--- config.mk ---
export PLATFORM = sky130hd
export DESIGN_NAME = mult_iterative
export DESIGN_NICKNAME = d
export VERILOG_FILES = /design/src/rtl/mult_iterative.sv
export SDC_FILE = /design/constraint.sdc
export NUM_CORES = 1
export LEC_CHECK = 0
export CELL_PAD_IN_SITES_DETAIL_PLACEMENT = 0
export CELL_PAD_IN_SITES_GLOBAL_PLACEMENT = 1
export CORE_ASPECT_RATIO = 0.5
export CORE_MARGIN = 4
export CORE_UTILIZATION = 30
export CTS_CLUSTER_DIAMETER = 200
export DETAILED_ROUTE_END_ITERATION = 16
export GPL_TIMING_DRIVEN = 0
export PLACE_DENSITY_LB_ADDON = 0.1
export SYNTH_ARGS = -nofsm -noshare
export SYNTH_HDL_FRONTEND = slang
export SYNTH_SLANG_ARGS = --single-unit
--- constraint.sdc ---
create_clock -name clk -period 17.4 [get_ports clk]
set_clock_uncertainty 0.05 [all_clocks]
set_input_delay 3.48 -clock clk [delete_from_list [all_inputs] [get_ports clk]]
set_output_delay 3.48 -clock clk [all_outputs]
set_load 0.01 [all_outputs]
--- src/rtl/mult_iterative.sv ---
// mult_iterative: sequential WIDTH x WIDTH -> 2*WIDTH multiplier (MIPS mult/multu).
// Radix-2 shift-add on magnitudes, one iteration per clock, sign fixed up at the end.
//
// Ports:
//   clk        system clock, rising edge
//   rst        asynchronous active-high reset
//   start      request a new multiply (accepted in IDLE or DONE only)
//   is_signed  1 = two's complement operands, 0 = unsigned; sampled with start
//   a, b       multiplicand / multiplier; sampled with start
//   busy       high while the state is RUN
//   done       one-cycle pulse when hi/lo carry a new result
//   hi, lo     registered product halves, held until the next done
module mult_iterative #(
  parameter int WIDTH = 32,
  parameter int ITER  = WIDTH
) (
  input  logic             clk,
  input  logic             rst,
  input  logic             start,
  input  logic             is_signed,
  input  logic [WIDTH-1:0] a,
  input  logic [WIDTH-1:0] b,
  output logic             busy,
  output logic             done,
  output logic [WIDTH-1:0] hi,
  output logic [WIDTH-1:0] lo
);

  typedef enum logic [1:0] {
    IDLE = 2'd0,
    RUN  = 2'd1,
    DONE = 2'd2
  } state_t;

  localparam logic [5:0] LAST_COUNT = 6'(ITER - 1);

  // Magnitude of an operand; the most-negative value maps to 2^(WIDTH-1),
  // which still fits in WIDTH unsigned bits.
  function automatic logic [WIDTH-1:0] magnitude(input logic [WIDTH-1:0] v,
                                                 input logic             sgn);
    if (sgn && v[WIDTH-1]) begin
      magnitude = ~v + {{(WIDTH-1){1'b0}}, 1'b1};
    end else begin
      magnitude = v;
    end
  endfunction

  // Two's-complement negation across the full product width.
  function automatic logic [2*WIDTH-1:0] negate(input logic [2*WIDTH-1:0] v);
    negate = ~v + {{(2*WIDTH-1){1'b0}}, 1'b1};
  endfunction

  state_t               state_r;
  state_t               state_next_s;
  logic                 accept_s;
  logic                 last_s;
  logic [2*WIDTH-1:0]   acc_r;
  logic [WIDTH-1:0]     mag_a_r;
  logic                 neg_r;
  logic [5:0]           count_r;
  logic [WIDTH:0]       sum_s;
  logic [2*WIDTH-1:0]   acc_step_s;
  logic [2*WIDTH-1:0]   result_s;
  logic                 busy_r;
  logic                 done_r;
  logic [WIDTH-1:0]     hi_r;
  logic [WIDTH-1:0]     lo_r;

  assign busy = busy_r;
  assign done = done_r;
  assign hi   = hi_r;
  assign lo   = lo_r;

  // Next-state logic and start acceptance.
  always_comb begin
    state_next_s = state_r;
    accept_s     = 1'b0;
    last_s       = (count_r == LAST_COUNT);
    case (state_r)
      IDLE: begin
        if (start) begin
          state_next_s = RUN;
          accept_s     = 1'b1;
        end else begin
          state_next_s = IDLE;
        end
      end
      RUN: begin
        if (last_s) begin
          state_next_s = DONE;
        end else begin
          state_next_s = RUN;
        end
      end
      DONE: begin
        if (start) begin
          state_next_s = RUN;
          accept_s     = 1'b1;
        end else begin
          state_next_s = IDLE;
        end
      end
      default: begin
        state_next_s = IDLE;
      end
    endcase
  end

  // One shift-add iteration: conditional add into the upper WIDTH+1 bits
  // (carry kept), folded together with the right shift by one.
  always_comb begin
    sum_s = {1'b0, acc_r[2*WIDTH-1:WIDTH]};
    if (acc_r[0]) begin
      sum_s = {1'b0, acc_r[2*WIDTH-1:WIDTH]} + {1'b0, mag_a_r};
    end else begin
      sum_s = {1'b0, acc_r[2*WIDTH-1:WIDTH]};
    end
    acc_step_s = {sum_s, acc_r[WIDTH-1:1]};
    if (neg_r) begin
      result_s = negate(acc_step_s);
    end else begin
      result_s = acc_step_s;
    end
  end

  // State register.
  always_ff @(posedge clk or posedge rst) begin
    if (rst) begin
      state_r <= IDLE;
    end else begin
      state_r <= state_next_s;
    end
  end

  // Operand capture, iteration datapath and registered outputs.
  always_ff @(posedge clk or posedge rst) begin
    if (rst) begin
      acc_r   <= {(2*WIDTH){1'b0}};
      mag_a_r <= {WIDTH{1'b0}};
      neg_r   <= 1'b0;
      count_r <= 6'd0;
      busy_r  <= 1'b0;
      done_r  <= 1'b0;
      hi_r    <= {WIDTH{1'b0}};
      lo_r    <= {WIDTH{1'b0}};
    end else begin
      busy_r <= (state_next_s == RUN);
      done_r <= (state_next_s == DONE);
      if (accept_s) begin
        acc_r   <= {{WIDTH{1'b0}}, magnitude(b, is_signed)};
        mag_a_r <= magnitude(a, is_signed);
        neg_r   <= is_signed & (a[WIDTH-1] ^ b[WIDTH-1]);
        count_r <= 6'd0;
      end else if (state_r == RUN) begin
        acc_r   <= acc_step_s;
        count_r <= count_r + 6'd1;
        if (last_s) begin
          hi_r <= result_s[2*WIDTH-1:WIDTH];
          lo_r <= result_s[WIDTH-1:0];
        end
      end
    end
  end

endmodule
======== Yosys cells after proc, flatten, opt, wreduce, memory -nomap -nowiden ========
Index checks and enable logic that the tools add are counted.
word-level totals
  bits in registers ....................... 171
  input port bits ......................... 68
  output and inout port bits .............. 66
  logic and storage cells ................. 44
cells by class
  $add $sub $neg .......................... 5
  equality and inequality tests ........... 5
  muxes and demuxes ....................... 13
  bitwise gates (word level) .............. 6
  reductions and logical operators ........ 6
operator list
  kind                                                             number
  64-bit 2-to-1 mux                                                3
  32-bit by 1-bit adder with 32-bit output, second input constant  2
  64-bit by 1-bit adder with 64-bit output, second input constant  1
  32-bit 2-to-1 mux                                                2
  32-bit NOT                                                       2
  64-bit NOT                                                       1
  32-bit by 32-bit adder with 33-bit output                        1
  33-bit 2-to-1 mux                                                1
  6-bit 2-to-1 mux                                                 2
  6-bit by 1-bit adder with 6-bit output, second input constant    1
  6-bit by 5-bit == test with 1-bit output, second input constant  1
  2-bit by 1-bit == test with 1-bit output, second input constant  2
  2-bit == test, second input constant                             2
  2-bit case mux with 2 select lines                               1
  1-bit 2-to-1 mux                                                 3
  3-bit AND reduction                                              1
  1-bit logical AND                                                2
  2-bit logical NOT                                                1
  2-bit 2-to-1 mux                                                 1
  2-bit nonzero test                                               1
  2-bit OR reduction                                               1
  1-bit bitwise AND                                                1
  1-bit NOT                                                        1
  1-bit bitwise XOR                                                1

======== Depth between registers and ports, before layout ========
  depth in word-level cells ............... 5
  mapped depth ............................ 14
  gate-level depth less buffers ........... 13

======== Least setup slack after synthesis ========
OpenSTA, ideal clock, no wires.
  kind .................................... input-to-reg
  start ................................... in b[11]
  end ..................................... reg acc_r[29]
  setup time .............................. 136 ps
  arrival time ............................ 6,192 ps
  data required time ...................... 17,214 ps
  path slack .............................. 11,023 ps
  stages on the path ...................... 9
  cell sequence ........................... or4_1 -> or3_1 -> or4_1 -> or4_1 -> nor4_1 -> nand2_1 -> o31ai_1 -> xor2_1 -> o21ai_0
between the ends
  word-level cells in the longest chain between the ends .. 4
ends and longest elaborated chain
  what                                      line  RTL
  start, declared                           22    input logic [WIDTH-1:0] b,
  32-bit NOT                                42    magnitude = ~v + {{(WIDTH-1){1'b0}}, 1'b1};
  32-bit by 1-bit adder with 32-bit output  42
  32-bit 2-to-1 mux                         41    if (sgn && v[WIDTH-1]) begin
  64-bit 2-to-1 mux                         149   if (accept_s) begin
  end signal, assigned                      138   acc_r <= {(2*WIDTH){1'b0}};
  end signal, assigned                      150   acc_r <= {{WIDTH{1'b0}}, magnitude(b, is_signed)};
  end signal, assigned                      155   acc_r <= acc_step_s;
  end, declared                             57    logic [2*WIDTH-1:0] acc_r;
No other way between the ends.
A chain may end at the register's enable or synchronous reset.

======== Worst setup path in the final report ========
Same ends and word-level chain as after synthesis.

==> impl_metrics.csv <==
group,metric,value,unit
clock_network,h-tree-depth,4,
timing,tns,0,ns
yosys,yosysWarnings,0,
die,design.portCount,134,
timing,drv_slew,0,
final_layout,syn_to_final_growth,23.42,%
placed_design,place.gp.congestion,0.8679,
grt,grtUsageTotal,0.1877,
final_layout,drive_above_1_share,0.03912,
grt,grt_max_degree,123,
final_layout,final-seq-area,0.004279,sq mm
timing,hold_viol,0,
final_layout,postLayoutCellArea,0.01357,sq mm
clock_network,clock_sinks,171,
power_and_ir_drop,p_seq_frac,0.302,
placed_design,place_hpwl,28900,um
clock_network,clk_path_buf_depth,2,
setup_path,worst-setup-path-type,"in -> reg",
grt,grt_pass1_wl,58100,um
detailed_routing,drtPass1Iterations,5,
yosys,netlist_area,0.01099,sq mm
timing,rsz0062_at_grt,"false",
yosys,synth_top_area_frac,0.3893,
die,core-area,0.03605,sq mm
yosys,avgSynthCellArea,8.522,sq um
grt,first_global_vias,9807,
setup_path,crit_top_cell,"or4_1",
yosys,synth_top_cell_by_area,"dfrtp_1",
power_and_ir_drop,comb_power_share,0.542,
clock_network,cts_inserted_buffers,17,
clock_network,cts_resized,0,
power_and_ir_drop,netSwitchingPower,0.001153,W
detailed_routing,drtIter0Drc,767,
yosys,synthCells,1290,
final_layout,multi_input_area,0.006371,sq mm
flow_run,max_cap_violations,0,
detailed_routing,vias_per_cell,5.235,
detailed_routing,drc_errors,0,
timing,min_period_over_period,0.3983,
setup_path,crit_chain,"clkdlybuf4s50_1 -> or4_1 -> or3_1 -> or4_1 -> or4_1 -> nor4_1 -> nand2_1 -> o31ai_1 -> xor2_1 -> o21ai_0",
setup_path,required,17.65,ns
placed_design,place_area,0.01296,sq mm
detailed_routing,antenna_left,0,
timing,tightest_slew,1.023,ns
power_and_ir_drop,internal_power,0.001373,W
yosys,synth_edf_count,0,
die,rows,49,
setup_path,slowest_stage,"or4_1",
timing,slew_headroom,0.3140,
clock_network,clk_latency,0.45,ns
clock_network,clkTransAtPathRegs,0.07,ns
yosys,yosysSeqAreaShare,0.3893,
yosys,ys_ff_latch,171,
clock_network,cts_tree,"built",
timing,min_period,6.931,ns
clock_network,clock-root-buffer,"clkbuf_16",
clock_network,postCtsSetupBuffers,0,
clock_network,cts_hold_buf,0,
final_layout,num-fill-cells,3738,
power_and_ir_drop,p_per_area,186.1,mW/mm^2
power_and_ir_drop,swShare,0.4564,
final_layout,nNetsFinal,1549,
yosys,post-synth-top-count-cell,"o21ai_0",
outcome,status,"completed",
grt,antenna_found_initial,2,
power_and_ir_drop,leakagePower,5.431,nW
power_and_ir_drop,power_frac_clock,0.156,
timing,clock.fmax,144.3,MHz
power_and_ir_drop,peakVddDrop,0.00006092,V
yosys,async_reset_ff_frac,1.000,
die,initial_core_util,0.3049,
die,dieHeight,143.4,um
worst_hold_path,hold_class,"reg -> reg",
yosys,synthTopCellsByCount,"o21ai_0 (221), nand2_1 (206), dfrtp_1 (171)",
power_and_ir_drop,finalPower,0.002526,W
setup_path,crit_path_start_kind,"input port",
detailed_routing,wl_per_cell,19.34,um
yosys,synth_flop_cell,"dfrtp_1",
setup_path,worstPathArrival,7.18,ns
grt,grt-ovfl-total,0,
detailed_routing,wl,37580,um
timing,setup_viol,0,
setup_path,worst_setup_path_end_kind,"register",
detailed_routing,num_vias,10172,
setup_path,crit_fanout,4,
yosys,synthTopCellsByArea,"dfrtp_1 (39%), o21ai_0 (10%), nand2_1 (7.0%)",
setup_path,slowest_delay,0.57,ns
die,dieArea,0.03996,sq mm
placed_design,io_buffers,133,
yosys,synth_cell_types,68,
die,die_x,278.7,um
yosys,synth_fp_nets,1395,
setup_path,rrSetupSlack,12.53,ns
## stage by stage
stage	setup slack (ns)	hold slack, ns	instances	util
6_report	10.47	0.4318	1943	0.3764
5_1_grt	10.31	0.4614	1942	0.3763
4_1_cts	10.53	0.4394	1940	0.3761
3_5_place_dp	10.06	0.4224	1908	0.3596
3_3_place_gp	6.568	0.4221	1907	0.3587
2_1_floorplan	9.238	0.4000	1290	-
## worst paths after layout
kind | to | cells after the start | from
min in group asynchronous | lo[9]$_DFFE_PP0P_ | 2 | rst
worst min register to register | lo[12]$_DFFE_PP0P_ | 2 | lo[12]$_DFFE_PP0P_
worst max-delay path | acc_r[29]$_DFFE_PP0P_ | 10 | b[11]
worst min-delay path | lo[12]$_DFFE_PP0P_ | 2 | lo[12]$_DFFE_PP0P_
worst max register to register | hi[30]$_DFFE_PP0P_ | 13 | acc_r[32]$_DFFE_PP0P_
max in group asynchronous | mag_a_r[10]$_DFFE_PP0P_ | 3 | rst
## layer usage
metal  vias up  part of all wire  track usage
met5         -                 0            0
met3        27             0.033      0.02484
met2       190              0.44       0.2958
met4         0             0.011      0.04795
met1      5012              0.51       0.2742
li1       4943                 -            -
## final cells by class
type,count,share of cell area
diodes,2,0.0003689
inverters,23,0.006916
clock inverters,12,0.01005
plain buffers,68,0.01890
repair buffers,135,0.1005
clock buffers,20,0.03366
flip-flops and latches,171,0.3154
multi-input cells,1028,0.4696
well taps,484,0.04463
## cells by family (layout without fill, tap and decap cells)
kind of cell	Yosys count	in the layout	share of synthesized area
flops	171	171	0.3893
buf+inv	91	258	0.03119
other cells	0	2	0
xor+xnor	140	140	0.1115
simple gates	396	396	0.1682
fa+ha+maj	37	37	0.04280
mux	23	23	0.02128
compound gates	432	432	0.2357
## state kept, by name, indices dropped and copies added, names as in the netlist
register  count
acc_r        64
hi           32
lo           32
mag_a_r      32
count_r       6
state_r       2
busy          1
done          1
neg_r         1
## worst max-delay path, delay by kind of cell
family	cells	cell delay, ns
AND/OR/NAND/NOR	6	2.70
buffers and inverters	1	0.46
AO/OA/AOI/OAI	2	0.38
XOR/XNOR	1	0.16
## power by group through the flow
stage	Combinational, W	Clock [W]	Sequential [W]
after floorplan	0.000865	0	0.000734
after global placement	0.00135	0	0.000764
after detailed placement	0.00136	0	0.000765
after CTS	0.00137	0.000406	0.000760
after global routing	0.00152	0.000419	0.000785
final	0.00137	0.000394	0.000762
## cells in the final DEF (no fill, tap or decap), types with 6 or more instances in the layout
cell type	n
nor3_1	23
o41ai_1	9
o21ai_0	221
nand2b_1	12
a21o_1	6
nor2_1	60
xor2_1	83
dfrtp_1	171
a31o_2	6
clkdlybuf4s50_1	133
xnor2_1	57
a22o_1	8
nand2_1	206
a22oi_1	30
o21bai_1	6
inv_1	20
nand3_1	16
or4_1	9
a21oi_1	69
nor4_1	12
nor2b_1	7
o31ai_1	27
a211oi_1	11
clkbuf_1	63
or3_1	7
clkbuf_16	17
mux2i_1	20
nand4_1	10
ha_1	36
No activity file was read; power rests on OpenSTA's default activity.
